[config.mk]
export PLATFORM = sky130hd
export DESIGN_NAME = fetch_stage_flat
export DESIGN_NICKNAME = d
export VERILOG_FILES = /design/src/rtl/fetch_stage_if.sv /design/src/rtl/fetch_stage.sv /design/src/flat_wrapper.sv
export SDC_FILE = /design/constraint.sdc
export NUM_CORES = 1
export LEC_CHECK = 0
export CORE_ASPECT_RATIO = 1.75
export CORE_MARGIN = 1.5
export CORE_UTILIZATION = 25
export CTS_CLUSTER_DIAMETER = 200
export DETAILED_ROUTE_END_ITERATION = 10
export GPL_ROUTABILITY_DRIVEN = 0
export GPL_TIMING_DRIVEN = 0
export MAX_ROUTING_LAYER = met4
export PLACE_DENSITY = 0.54
export SETUP_SLACK_MARGIN = 0.1
export SLEW_MARGIN = 20
export SYNTH_ARGS = -nofsm -noshare
export SYNTH_HDL_FRONTEND = slang
export SYNTH_SLANG_ARGS = --single-unit
export TNS_END_PERCENT = 30
[constraint.sdc]
create_clock -name clk -period 4.14 [get_ports clk]
set_input_delay 0.621 -clock clk [delete_from_list [all_inputs] [get_ports clk]]
set_output_delay 0.621 -clock clk [all_outputs]
set_load 0.01 [all_outputs]
[src/rtl/fetch_stage_if.sv]
// -----------------------------------------------------------------------------
// fetch_stage_if
// Instruction-memory read bus between the fetch stage and the instruction
// memory. The read is asynchronous: the memory returns im_rdata for im_addr
// within the same cycle.
//
// Signals
//   im_addr   word index into instruction memory (driven by fetch)
//   im_rdata  combinational read data for im_addr (driven by memory)
//
// Modports
//   master  fetch side  (drives im_addr, receives im_rdata)
//   slave   memory side (receives im_addr, drives im_rdata)
// -----------------------------------------------------------------------------
interface fetch_stage_if #(
  parameter int AW = 12
);
  logic [AW-1:0] im_addr;
  logic [31:0]   im_rdata;

  modport master (output im_addr, input im_rdata);
  modport slave  (input im_addr, output im_rdata);
endinterface

[src/rtl/fetch_stage.sv]
// -----------------------------------------------------------------------------
// fetch_stage
// Instruction-fetch stage plus IF/ID pipeline register of a five-stage MIPS
// core. Owns the program counter, addresses instruction memory and latches
// the fetched word and its PC into the D-stage register. Delayed-branch
// model: a redirect from D never squashes the delay-slot word already in F.
//
// Ports
//   clk            system clock, rising edge
//   reset          synchronous active-high reset, highest priority
//   imem           instruction-memory bus (master side)
//   stall_i        freeze PC and IF/ID register
//   flush_i        insert a nop into IF/ID instead of the fetched word
//   redirect_i     load redirect_pc_i into the PC (branch / jal / jr)
//   redirect_pc_i  redirect target
//   f_pc_o         current F-stage PC
//   d_instr_o      IF/ID instruction
//   d_pc_o         IF/ID PC of d_instr_o
//   d_valid_o      IF/ID holds a real fetched instruction
//   pc_fault_o     sticky: an illegal PC was fetched since reset
// -----------------------------------------------------------------------------
module fetch_stage #(
  parameter logic [31:0] PC_RESET = 32'h0000_3000,
  parameter logic [31:0] IM_BASE  = 32'h0000_3000,
  parameter int          IM_DEPTH = 4096
) (
  input  logic                 clk,
  input  logic                 reset,
  fetch_stage_if.master        imem,
  input  logic                 stall_i,
  input  logic                 flush_i,
  input  logic                 redirect_i,
  input  logic [31:0]          redirect_pc_i,
  output logic [31:0]          f_pc_o,
  output logic [31:0]          d_instr_o,
  output logic [31:0]          d_pc_o,
  output logic                 d_valid_o,
  output logic                 pc_fault_o
);

  localparam int AW = $clog2(IM_DEPTH);

  // One past the last legal byte address; 33 bits so a memory that ends
  // exactly at 2^32 does not wrap the bound to zero.
  localparam logic [32:0] IM_END = {1'b0, IM_BASE} + (33'(IM_DEPTH) << 2);

  localparam logic [31:0] NOP = 32'h0000_0000;

  logic [31:0] f_pc_q,    f_pc_d;
  logic [31:0] d_instr_q, d_instr_d;
  logic [31:0] d_pc_q,    d_pc_d;
  logic        d_valid_q, d_valid_d;
  logic        pc_fault_q, pc_fault_d;

  logic        pc_legal;
  logic [31:0] fetch_word;
  logic [31:0] next_pc;

  // Word index relative to the memory base; out-of-range PCs simply alias,
  // their data is replaced by a nop below.
  assign imem.im_addr = AW'((f_pc_q - IM_BASE) >> 2);

  assign pc_legal   = (f_pc_q[1:0] == 2'b00) &&
                      (f_pc_q >= IM_BASE) &&
                      ({1'b0, f_pc_q} < IM_END);
  assign fetch_word = pc_legal ? imem.im_rdata : NOP;
  assign next_pc    = redirect_i ? redirect_pc_i : (f_pc_q + 32'd4);

  always_comb begin
    f_pc_d     = f_pc_q;
    d_instr_d  = d_instr_q;
    d_pc_d     = d_pc_q;
    d_valid_d  = d_valid_q;
    pc_fault_d = pc_fault_q;
    if (!stall_i) begin
      // The word in F (delay slot on a redirect) always moves into IF/ID;
      // flush only turns it into a nop, the PC still advances.
      f_pc_d    = next_pc;
      d_pc_d    = f_pc_q;
      d_instr_d = flush_i ? NOP : fetch_word;
      d_valid_d = !flush_i;
      if (!pc_legal) begin
        pc_fault_d = 1'b1;
      end
    end
  end

  always_ff @(posedge clk) begin
    if (reset) begin
      f_pc_q     <= PC_RESET;
      d_instr_q  <= NOP;
      d_pc_q     <= 32'h0000_0000;
      d_valid_q  <= 1'b0;
      pc_fault_q <= 1'b0;
    end else begin
      f_pc_q     <= f_pc_d;
      d_instr_q  <= d_instr_d;
      d_pc_q     <= d_pc_d;
      d_valid_q  <= d_valid_d;
      pc_fault_q <= pc_fault_d;
    end
  end

  assign f_pc_o     = f_pc_q;
  assign d_instr_o  = d_instr_q;
  assign d_pc_o     = d_pc_q;
  assign d_valid_o  = d_valid_q;
  assign pc_fault_o = pc_fault_q;

endmodule

[src/flat_wrapper.sv]
// flat-port wrapper written by rule: the top's interface ports become plain ports
module fetch_stage_flat 
#(
  parameter logic [31:0] PC_RESET = 32'h0000_3000,
  parameter logic [31:0] IM_BASE  = 32'h0000_3000,
  parameter int          IM_DEPTH = 4096
)
  (clk, reset, stall_i, flush_i, redirect_i, redirect_pc_i, f_pc_o, d_instr_o, d_pc_o, d_valid_o, pc_fault_o, imem_im_addr, imem_im_rdata);
  fetch_stage_if #(.AW(12)) imem_i ();
  input  logic clk;
  input  logic reset;
  input  logic stall_i;
  input  logic flush_i;
  input  logic redirect_i;
  input  logic [31:0] redirect_pc_i;
  output logic [31:0] f_pc_o;
  output logic [31:0] d_instr_o;
  output logic [31:0] d_pc_o;
  output logic d_valid_o;
  output logic pc_fault_o;
  output wire logic [$bits(imem_i.im_addr)-1:0] imem_im_addr;
  input wire logic [$bits(imem_i.im_rdata)-1:0] imem_im_rdata;
  assign imem_im_addr = imem_i.im_addr;
  assign imem_i.im_rdata = imem_im_rdata;
  fetch_stage #(.PC_RESET(PC_RESET), .IM_BASE(IM_BASE), .IM_DEPTH(IM_DEPTH)) u_core (.clk(clk), .reset(reset), .imem(imem_i), .stall_i(stall_i), .flush_i(flush_i), .redirect_i(redirect_i), .redirect_pc_i(redirect_pc_i), .f_pc_o(f_pc_o), .d_instr_o(d_instr_o), .d_pc_o(d_pc_o), .d_valid_o(d_valid_o), .pc_fault_o(pc_fault_o));
endmodule
Word-level counts from Yosys, hierarchy flattened:

Cells that the tools add are included.

* bits in registers: 98
* input port bits: 69
* output and inout bits: 110
* word-level logic and storage cells: 19

* $add $sub $neg: 2
* $lt $le $gt $ge: 2
* mux-type cells: 3
* bitwise gates (word level): 2
* reductions and logical operators: 5

Operators by type and width (number)
* two-way mux 32 bit: 3
* adder 32 x 3 -> 32 bit, second input constant: 1
* greater-or-equal comparator 32 x 14 -> 1 bit, second input constant: 1
* < comparator 32 x 15 -> 1 bit, second input constant: 1
* subtractor 14 bit, second input constant: 1
* logical AND 1 bit: 2
* logical NOT 2 bit: 1
* inverter 1 bit: 2
* AND reduction 2 bit: 1
* logical NOT 1 bit: 1

Logic depth before layout (Yosys ltp):

Gate-level depths: netlist of the first run.

* depth in word-level cells: 5
* mapped depth: 7
* mapped depth without buffers: 5

Worst setup path after synthesis of the first run:

OpenSTA, ideal clock, no wires.

* kind: reg-to-reg
* from: register u_core.f_pc_q[2] (netlist: u_core.f_pc_o[2])
* to: register u_core.f_pc_q[18] (netlist: u_core.f_pc_o[18])
* setup time: 0.117 ns
* arrival time: 1.956 ns
* required time: 4.023 ns
* slack: 2.067 ns
* cell stages (with the launch flop): 7
* path buffers: 1
* period minus slack after synthesis: 2.073 ns
* path through: dfxtp_1 > ha_1 > nand4_1 > nor4_1 > buf_2 > o21ai_0 > a32o_1

* cells in the longest elaborated chain, start to end: 2

RTL lines
* start, declared: RTL line fetch_stage.sv:49 `logic [31:0] f_pc_q, f_pc_d;`
* start signal, assigned: RTL line fetch_stage.sv:96 `f_pc_q <= f_pc_d;`
* adder 32 x 3 -> 32 bit: RTL line fetch_stage.sv:67 `assign next_pc = redirect_i ? redirect_pc_i : (f_pc_q + 32'd4);`
* two-way mux 32 bit: RTL line fetch_stage.sv:67

No other way between the ends.
A chain may end at the register's enable or synchronous reset.

==> results of run 1 <==
## cells in the mapped netlist, types with 3 or more instances
cell and n:
dfxtp_1 98, nand2_1 56, a21oi_1 54, nor2_1 50, nand4_1 39, clkbuf_1 36, mux2i_1 31, o21ai_0 15
buf_4 11, inv_1 10, or4_1 10, nand3_1 9, a211oi_1 8, nor4_1 7, o211ai_1 7, a31oi_1 5
and4_1 5, nor3_1 5, a22oi_1 4, a311o_1 4, and3_1 4, buf_2 4, clkbuf_8 4, nand2b_1 4
a41o_1 3, buf_1 3, ha_1 3, o211a_1 3, o21a_1 3, o32ai_1 3, or3_1 3
## cells in the final DEF (no fill, tap or decap), types with 5 or more instances in the layout
cell type,n
o21ai_0,15
a21oi_1,54
a31oi_1,5
nor2_1,50
clkbuf_1,37
buf_4,11
and4_1,5
nand3_1,9
nor3_1,5
nand2_1,56
nor4_1,6
or4_1,10
a211oi_1,8
clkbuf_8,5
clkbuf_16,9
dfxtp_1,98
clkdlybuf4s50_1,178
o211ai_1,7
nand4_1,39
inv_1,10
mux2i_1,31
## critical path, stage by stage
cell and delay (ns):
clkdlybuf4s50_1 0.71, clkbuf_1 0.47, clkbuf_1 0.52, buf_2 0.42, mux2i_1 0.24, nor2_1 0.05
## final timing paths
path | startpoint | to | slack [ns]
max | stall_i | u_core.d_pc_o[18] | 1.30
min | u_core.d_instr_o[12] | u_core.d_instr_o[12] | 0.46
max reg2reg | u_core.f_pc_o[3] | u_core.f_pc_o[18] | 1.53
min reg2reg | u_core.d_instr_o[12] | u_core.d_instr_o[12] | 0.46
## power groups by stage
stage / Clock, uW / Sequential (uW) / Combinational (uW)
2_1_floorplan: 0 / 1050 / 184
3_3_place_gp: 0 / 1040 / 419
3_5_place_dp: 0 / 1040 / 423
4_1_cts: 815 / 1020 / 426
5_1_grt: 845 / 1030 / 455
6_report: 792 / 1020 / 425
## registers in the layout, indices dropped and copies added (netlist names)
name,flops
u_core.d_instr_o,32
u_core.d_pc_o,32
u_core.f_pc_o,32
u_core.d_valid_o,1
u_core.pc_fault_o,1
## per-stage QoR
step	total power [uW]	cells	hold slack, ns	setup WS (ns)
after global routing	2327	974	0.4836	1.175
after global placement	1461	958	0.4496	0.9662
after floorplan	1231	546	0.4856	2.067
after detailed placement	1467	958	0.4559	0.9509
after CTS	2263	974	0.4638	1.197
final	2239	974	0.4647	1.300
## cell families (layout without fill, tap and decap cells)
kind of cell | Yosys count | count (layout) | synth area share
muxes | 32 | 32 | 0.06901
buffers and inverters | 73 | 267 | 0.08056
AOI/OAI and AO/OA | 131 | 131 | 0.1853
adders and majority gates | 3 | 3 | 0.008057
DFF | 98 | 98 | 0.4211
xor gates and xnor gates | 1 | 1 | 0.001880
and+or+nand+nor | 208 | 208 | 0.2342
## final cells by class
class	instances	area (sq um)
Inverter	11	41.29
Timing Repair Buffer	178	1782
Multi-Input combinational cell	375	2328
Tap cell	234	292.8
Clock buffer	11	242.7
Clock inverter	5	30.03
Fill cell	1895	11120
Buffer	62	334.1
Sequential cell	98	1962
## per-layer routing
metal,global-route usage,routed length (um),part of all wire
met5,-,0,0
met4,0.09946,775,0.042
met3,0.03545,1181,0.064
met2,0.3430,9561,0.51
met1,0.1993,7070,0.38
==> results.md, run 1 <==
- H-tree levels: 3
- Global-route wire length before repair: 27990 um
- Flop pwr share: 0.457
- Outcome: complete, no violations
- Standard-cell rows: 65
- Syn avg cell area: roughly 8.5 sq um
- Hold-fix buffers at CTS: 0
- DRT Wirelength: about 19000 um
- P&R area growth vs syn: 50.51%
- Vias in the first global route: a little over 5k
- Utilization after layout: 0.3867
- Die width: between 100 and 150 um
- Reg clk slew, reported paths: roughly 0.070 ns
- Fin Setup TNS: 0 ns
- Worst hold stages: 2
- P_leak: ~0.0025 uW
- Total Routing Usage GR: 0.1924
- Port Buffer Count: approximately 180
- Psw: between 600 and 700 uW
- Critical Path Source Type: input pin
- F_max: ~0.35 GHz
- Top FF cell, synth: dfxtp_1
- Grt ovf: 0
- Max Root-Sink Buffers: 2
- Synth Instances: 546
- Synth Register Bits: just under 100
- Initial DRC Count: 310
- Vias/cell: around 5.2
- Peak supply drop: between 0.15 and 0.2 mV
- CP Data Required Time: 4.35 ns
- Post-synth cell types: 63
- Average wire per cell in the routed design: 19.09 um
- Cell area after synthesis: ~0.0047 sq mm
- Internal: between 1500 and 2000 uW
- Root Buffer: clkbuf_16
- Initial core utilization: 0.2569
- Synthesized Nets: roughly 620
- Post-Place Cell Area: 0.006734 sq mm
- Clk Latency, worst-skew pair: ~0.34 ns
- Post-synth EDFFs: 0
- Yosys top cell by area: dfxtp_1
- Synth Warn #: 0
- CP max FO: 10
- Top post-synthesis cells by area: dfxtp_1 (42%), mux2i_1 (6.7%), a21oi_1 (5.8%), nand4_1 (5.2%), nand2_1 (4.5%)
- Asr flop ratio synth: 0
- Crit path DAT: just over 3 ns
- Layout cell share with drive strength beyond 1: 0.06622
- Largest net degree at the start of global routing: 16
- Top cell type's share of synthesized area: 0.4211
- Max-capacitance violation count: 0
- Num CTS Buffers: 9
- PostCTS Resize Cnt: 0
- # IOs: around 180
- Sequential fraction of the synthesis area: 0.4211
- Final non-filler cell area: 0.007013 sq mm
- CTS Sinks: approximately 100
- Worst Setup End Kind: register
- Die ar.: just under 0.02 sq mm
- Via count: around 5.1k
- Final worst-path cycle share: 0.6859
- Nets: between 800 and 900
- Final slew viol count: 0
- Skew final: around 0.01 ns
- Worst slew pin tran: just over 1 ns
- Final setup fails: 0
- Die H: roughly 180 um
- Post-route ant nets: 0
- DR pass1 iterations: 5
- Pwr dens: 319.2 mW/mm^2
- Cells on worst reg2reg path: 6
- Final Hold Vio Count: 0
- Sw frac: 0.2828
- Initial antenna violation count: 0
- Hold Path Class: reg -> reg
- Min cycle time layout: ~2.8 ns
- DRC viols: 0
- Setup Crit Path Kind: in -> reg
- Placeable Area: roughly 0.018 sq mm
- Combinational share of power: 0.190
- Postcts setup bufs: 0
- Hpwl dp: around 14000 um
- ANT cells: 0
- CTS tree: yes
- RSZ-0062 raised after global routing: false
- Slew headroom: 0.3222
- Clock share of power: 0.354
Power figures use the tool's default switching activity.
==> inputs of run 2 (changes only) <==
==> constraint.sdc (replaced) <==
create_clock -name clk -period 2.9 [get_ports clk]
set_input_delay 0.435 -clock clk [delete_from_list [all_inputs] [get_ports clk]]
set_output_delay 0.435 -clock clk [all_outputs]
set_load 0.01 [all_outputs]
==> results.md, run 2 (synthesis results as in run 1) <==
- Slowest CP cell: clkdlybuf4s50_1
- Clk Latency, worst-skew pair: 0.34 ns
- Peak supply drop: approximately 0.26 mV
- Hold Path Class: reg -> reg
- Root Buffer: clkbuf_16
- Reg clk slew, reported paths: 0.07 ns
- Inst Count DP: between 900 and 1k
- DRT Wirelength: 18600 um
- CP delay by family, top: buffers and inverters
- CP Data Required Time: 3.11 ns
- Most used cell, CP: clkbuf_1
- Cells along the critical path: clkdlybuf4s50_1, clkbuf_1, clkbuf_1, buf_2, mux2i_1, nor2_1
- Largest net degree at the start of global routing: 16
- Max stage delay on crit path: a little over 0.7 ns
- Via count: 5093
- Grt ovf: 0
- PostCTS Resize Cnt: 1
- Max Root-Sink Buffers: 2
- F_max: roughly 0.38 GHz
- Min cycle time layout: about 2.7 ns
- Worst Setup End Kind: register
- RSZ-0062 raised after global routing: false
- Initial core utilization: 0.2569
- Critical Path Source Type: input pin
- Final Hold Vio Count: 0
- Most frequent cells in the layout: clkdlybuf4s50_1 (178), dfxtp_1 (98), nand2_1 (56)
- Setup Crit Path Kind: in -> reg
- Hold-fix buffers at CTS: 0
- CTS tree: yes
- Nets: between 800 and 900
- Crit path buffers/inverters: 4
- Standard-cell rows: between 60 and 70
- Worst slew pin tran: between 1 and 1.5 ns
- Final slew viol count: 0
- Vias/cell: 5.229
- Placeable Area: 0.01814 sq mm
- Vias in the first global route: between 5k and 6k
- CP max FO: 10
- Initial DRC Count: about 330
- Die H: 183.6 um
- Final worst-path cycle share: 0.9140
- Layout cell share with drive strength beyond 1: 0.06622
- P&R area growth vs syn: 50.51%
- Post-Place Cell Area: ~0.0067 sq mm
- Commonest non-fill, non-tap cell in the layout: clkdlybuf4s50_1
- Pwr dens: 455.9 mW/mm^2
- Final non-filler cell area: approximately 0.0070 sq mm
- Average wire per cell in the routed design: ~19 um
- Skew final: 0.009982 ns
- Global-route wire length before repair: about 28000 um
- Postcts setup bufs: 0
- CTS Sinks: slightly below 100
- Die width: ~110 um
- Outcome: complete, no violations
- Max-capacitance violation count: 0
- ANT cells: 0
- Final setup fails: 0
- Port Buffer Count: ~180
- Non-filler cells, final: between 900 and 1k
- Post-route ant nets: 0
- Num CTS Buffers: 9
- # IOs: ~180
- Crit path DAT: between 2 and 3 ns
- Die ar.: just under 0.02 sq mm
- P_leak: 0.002465 uW
- Hpwl dp: 14060 um
- DRC viols: 0
- DR pass1 iterations: 7
- Slew headroom: 0.2915
- H-tree levels: 3
- Initial antenna violation count: 0
- Total Routing Usage GR: 0.1924
## run 2: cell counts in the layout (fill, tap and decap cells not counted)
No cell type changed its count.
## run 2: worst reg2reg max path, stage by stage, from the launching register on
cell and delay (ns):
dfxtp_1 0.58, ha_1 0.43, nand4_1 0.15, nor4_2 0.58, buf_2 0.36, o21ai_0 0.11, a32o_1 0.31
## run 2: path summary, 6_finish.rpt
| kind | startpoint | cells after the start | endpoint | slack [ns] |
|---|---|---|---|---|
| setup / recovery | stall_i | 6 | u_core.d_pc_o[18] | 0.25 |
| hold reg to reg | u_core.d_instr_o[12] | 2 | u_core.d_instr_o[12] | 0.46 |
| setup reg to reg | u_core.f_pc_o[3] | 6 | u_core.f_pc_o[18] | 0.28 |
| hold / removal | u_core.d_instr_o[12] | 2 | u_core.d_instr_o[12] | 0.46 |
## run 2: through the flow
stage / worst slack, ns / TNS [ns] / power, uW / hold WS, ns / utilization
after floorplan: 0.8271 / 0 / 1757 / 0.4856 / -
after global placement: -0.08783 / -1.874 / 2086 / 0.4496 / 0.3713
after detailed placement: -0.1031 / -2.337 / 2094 / 0.4559 / 0.3713
after CTS: 0.2640 / 0 / 3231 / 0.4638 / 0.3867
after global routing: 0.1212 / 0 / 3322 / 0.4836 / 0.3867
final: 0.2494 / 0 / 3197 / 0.4647 / 0.3867
## run 2: final cells by class
cell class,instances,area [sq um]
fillers,1895,11120
multi-input cells,375,2328
flip-flops and latches,98,1962
repair buffers,178,1782
plain buffers,62,334.1
well taps,234,292.8
clock buffers,11,242.7
inverters,11,41.29
clock inverters,5,30.03
## run 2: layer usage
layer / GRT usage / vias up / part of all wire
met5: - / - / 0
met4: 0.09946 / 0 / 0.042
met3: 0.03545 / 52 / 0.068
met2: 0.3430 / 249 / 0.52
met1: 0.1991 / 2407 / 0.37
li1: - / 2385 / -
## run 2: report_power, final
group          switching, uW  total [uW]  internal (uW)
Sequential              63.9        1460           1400
Clock                    530        1130            602
Combinational            312         607            295
==> inputs of run 3 (changes only) <==
--- a/config.mk
+++ b/config.mk
@@ -8,10 +8,10 @@
 export CORE_ASPECT_RATIO = 1.75
 export CORE_MARGIN = 1.5
 export CORE_UTILIZATION = 25
+export CTS_BUF_LIST = sky130_fd_sc_hd__clkbuf_2
 export CTS_CLUSTER_DIAMETER = 200
 export DETAILED_ROUTE_END_ITERATION = 10
 export GPL_ROUTABILITY_DRIVEN = 0
-export GPL_TIMING_DRIVEN = 0
 export MAX_ROUTING_LAYER = met4
 export PLACE_DENSITY = 0.54
 export SETUP_SLACK_MARGIN = 0.1
==> results.md, run 3 (synthesis results as in run 1) <==
- Outcome: complete, no violations
- Nets: around 760
- Standard-cell rows: between 60 and 70
- Critical Path Source Type: register
- Inst Count DP: around 910
- Met1 usage: 0.1956
- P&R area growth vs syn: 43.10%
- Initial DRC Count: 263
- Final Hold Vio Count: 0
- Worst slew pin tran: approximately 1.1 ns
- Met3 usage: 0.03474
- Pwr dens: slightly above 400 mW/mm^2
- Crit path DAT: slightly below 3 ns
- Most frequent cells in the layout: clkdlybuf4s50_1 (176), dfxtp_1 (98), nand2_1 (56)
- F_max: between 0.4 and 0.5 GHz
- RSZ-0062 raised after global routing: false
- Hold Path Class: in -> reg
- Initial antenna violation count: 1
- Slew headroom: 0.2771
- CTS Sinks: 98
- Cells along the critical path: nand4_2, or4_1, or4_1, a31oi_1
- Non-filler cells, final: just over 900
- Hold-fix buffers at CTS: 0
- Fillers: around 1.9k
- Global-route wire length before repair: ~26000 um
- Max Root-Sink Buffers: 2
- GR peak layer: met2
- Final non-filler cell area: 0.006668 sq mm
- Final setup fails: 0
- Max stage delay on crit path: a little over 0.7 ns
- DRT Wirelength: around 17000 um
- CP max FO: 9
- Min cycle time layout: roughly 2.4 ns
- Die width: about 110 um
- Skew final: 0.04950 ns
- Total Routing Usage GR: 0.1748
- Postcts setup bufs: 0
- # IOs: 179
- PostCTS Resize Cnt: 0
- Die ar.: roughly 0.02 sq mm
- Peak supply drop: 0.2113 mV
- Clk Latency, worst-skew pair: 0.60 ns
- Largest net degree at the start of global routing: 53
- CTS tree: yes
- P_leak: approximately 0.0023 uW
- Worst Setup End Kind: register
- Port Buffer Count: approximately 180
- Grt ovf: 0
- Placeable Area: ~0.018 sq mm
- Final worst-path cycle share: 0.8267
- Reg clk slew, reported paths: 0.30 ns
- Via count: just under 5k
- DRC viols: 0
- Area occupied by multi-input gates: between 0.002 and 0.0025 sq mm
- Initial core utilization: 0.2569
- Pwr Total: 2770 uW
- Slowest CP cell: or4_1
- Layout cell share with drive strength beyond 1: 0.07050
- Max-capacitance violation count: 0
- Post-route ant nets: 0
- H-tree levels: 3
- DR pass1 iterations: 5
- Die H: roughly 180 um
- CP Data Required Time: 3.43 ns
- Root Buffer: clkbuf_2
- Final slew viol count: 0
- Most used cell, CP: or4_1
- Fin Setup TNS: 0 ns
- Reg area: 0.001962 sq mm
- Post-Place Cell Area: between 0.006 and 0.007 sq mm
- Hpwl dp: between 10000 and 15000 um
- Setup Crit Path Kind: reg -> reg
- Vias in the first global route: roughly 4.7k
- Commonest non-fill, non-tap cell in the layout: clkdlybuf4s50_1
- Utilization after layout: 0.3676
- Average wire per cell in the routed design: around 18 um
- Vias/cell: between 5 and 6
- Num CTS Buffers: 9
- GR Util met2: 0.2994
## run 3: cell count changes in the layout (fill, tap and decap cells not counted), sizes merged
cell	change
bufinv	+1
clkbuf	-44
clkdlybuf4s50	-2
clkinv	-3
clkinvlp	-1
diode	+1
dlygate4sd1	-1
inv	+5
## run 3: layout make-up
| type | instances | share of cell area |
|---|---|---|
| inverter | 11 | 0.006193 |
| clock buffer | 9 | 0.006755 |
| multi-input combinational | 375 | 0.3507 |
| tap | 234 | 0.04391 |
| sequential | 98 | 0.2942 |
| timing repair buffer | 195 | 0.2856 |
| clock inverter | 7 | 0.01220 |
| antenna | 1 | 0.0003753 |
## run 3: layer usage
layer,vias to the layer above,wire length [um]
li1,2296,-
met1,2285,6534
met2,198,8579
met3,30,1071
met4,0,495
met5,-,0
## run 3: stage by stage
step / hold WS [ns] / worst slack (ns)
finish: 0.1699 / 0.5026
global route: 0.08783 / 0.3393
CTS: 0.1164 / 0.5066
detailed placement: 0.4568 / 0.5832
global placement: 0.4481 / 0.6098
floorplan: 0.4856 / 0.8271
## run 3: worst paths after layout
check,cells after the start,to,slack (ns),start
max,4,u_core.f_pc_o[29],0.50,u_core.f_pc_o[9]
min,3,u_core.d_instr_o[3],0.17,stall_i
max reg2reg,4,u_core.f_pc_o[29],0.50,u_core.f_pc_o[9]
min reg2reg,2,u_core.d_instr_o[12],0.48,u_core.d_instr_o[12]
## run 3: critical path, delay by kind of cell, from the launching register on
family	cells	cell delay, ns
DFF	1	0.62
and+or+nand+nor	3	1.55
AOI/OAI and AO/OA	1	0.16
## run 3: power breakdown
part / leakage, uW / switching, uW / internal [uW] / total (uW)
Sequential: 0.000798 / 68.3 / 1400 / 1470
Clock: 0.0000743 / 524 / 216 / 740
Combinational: 0.00146 / 281 / 278 / 560
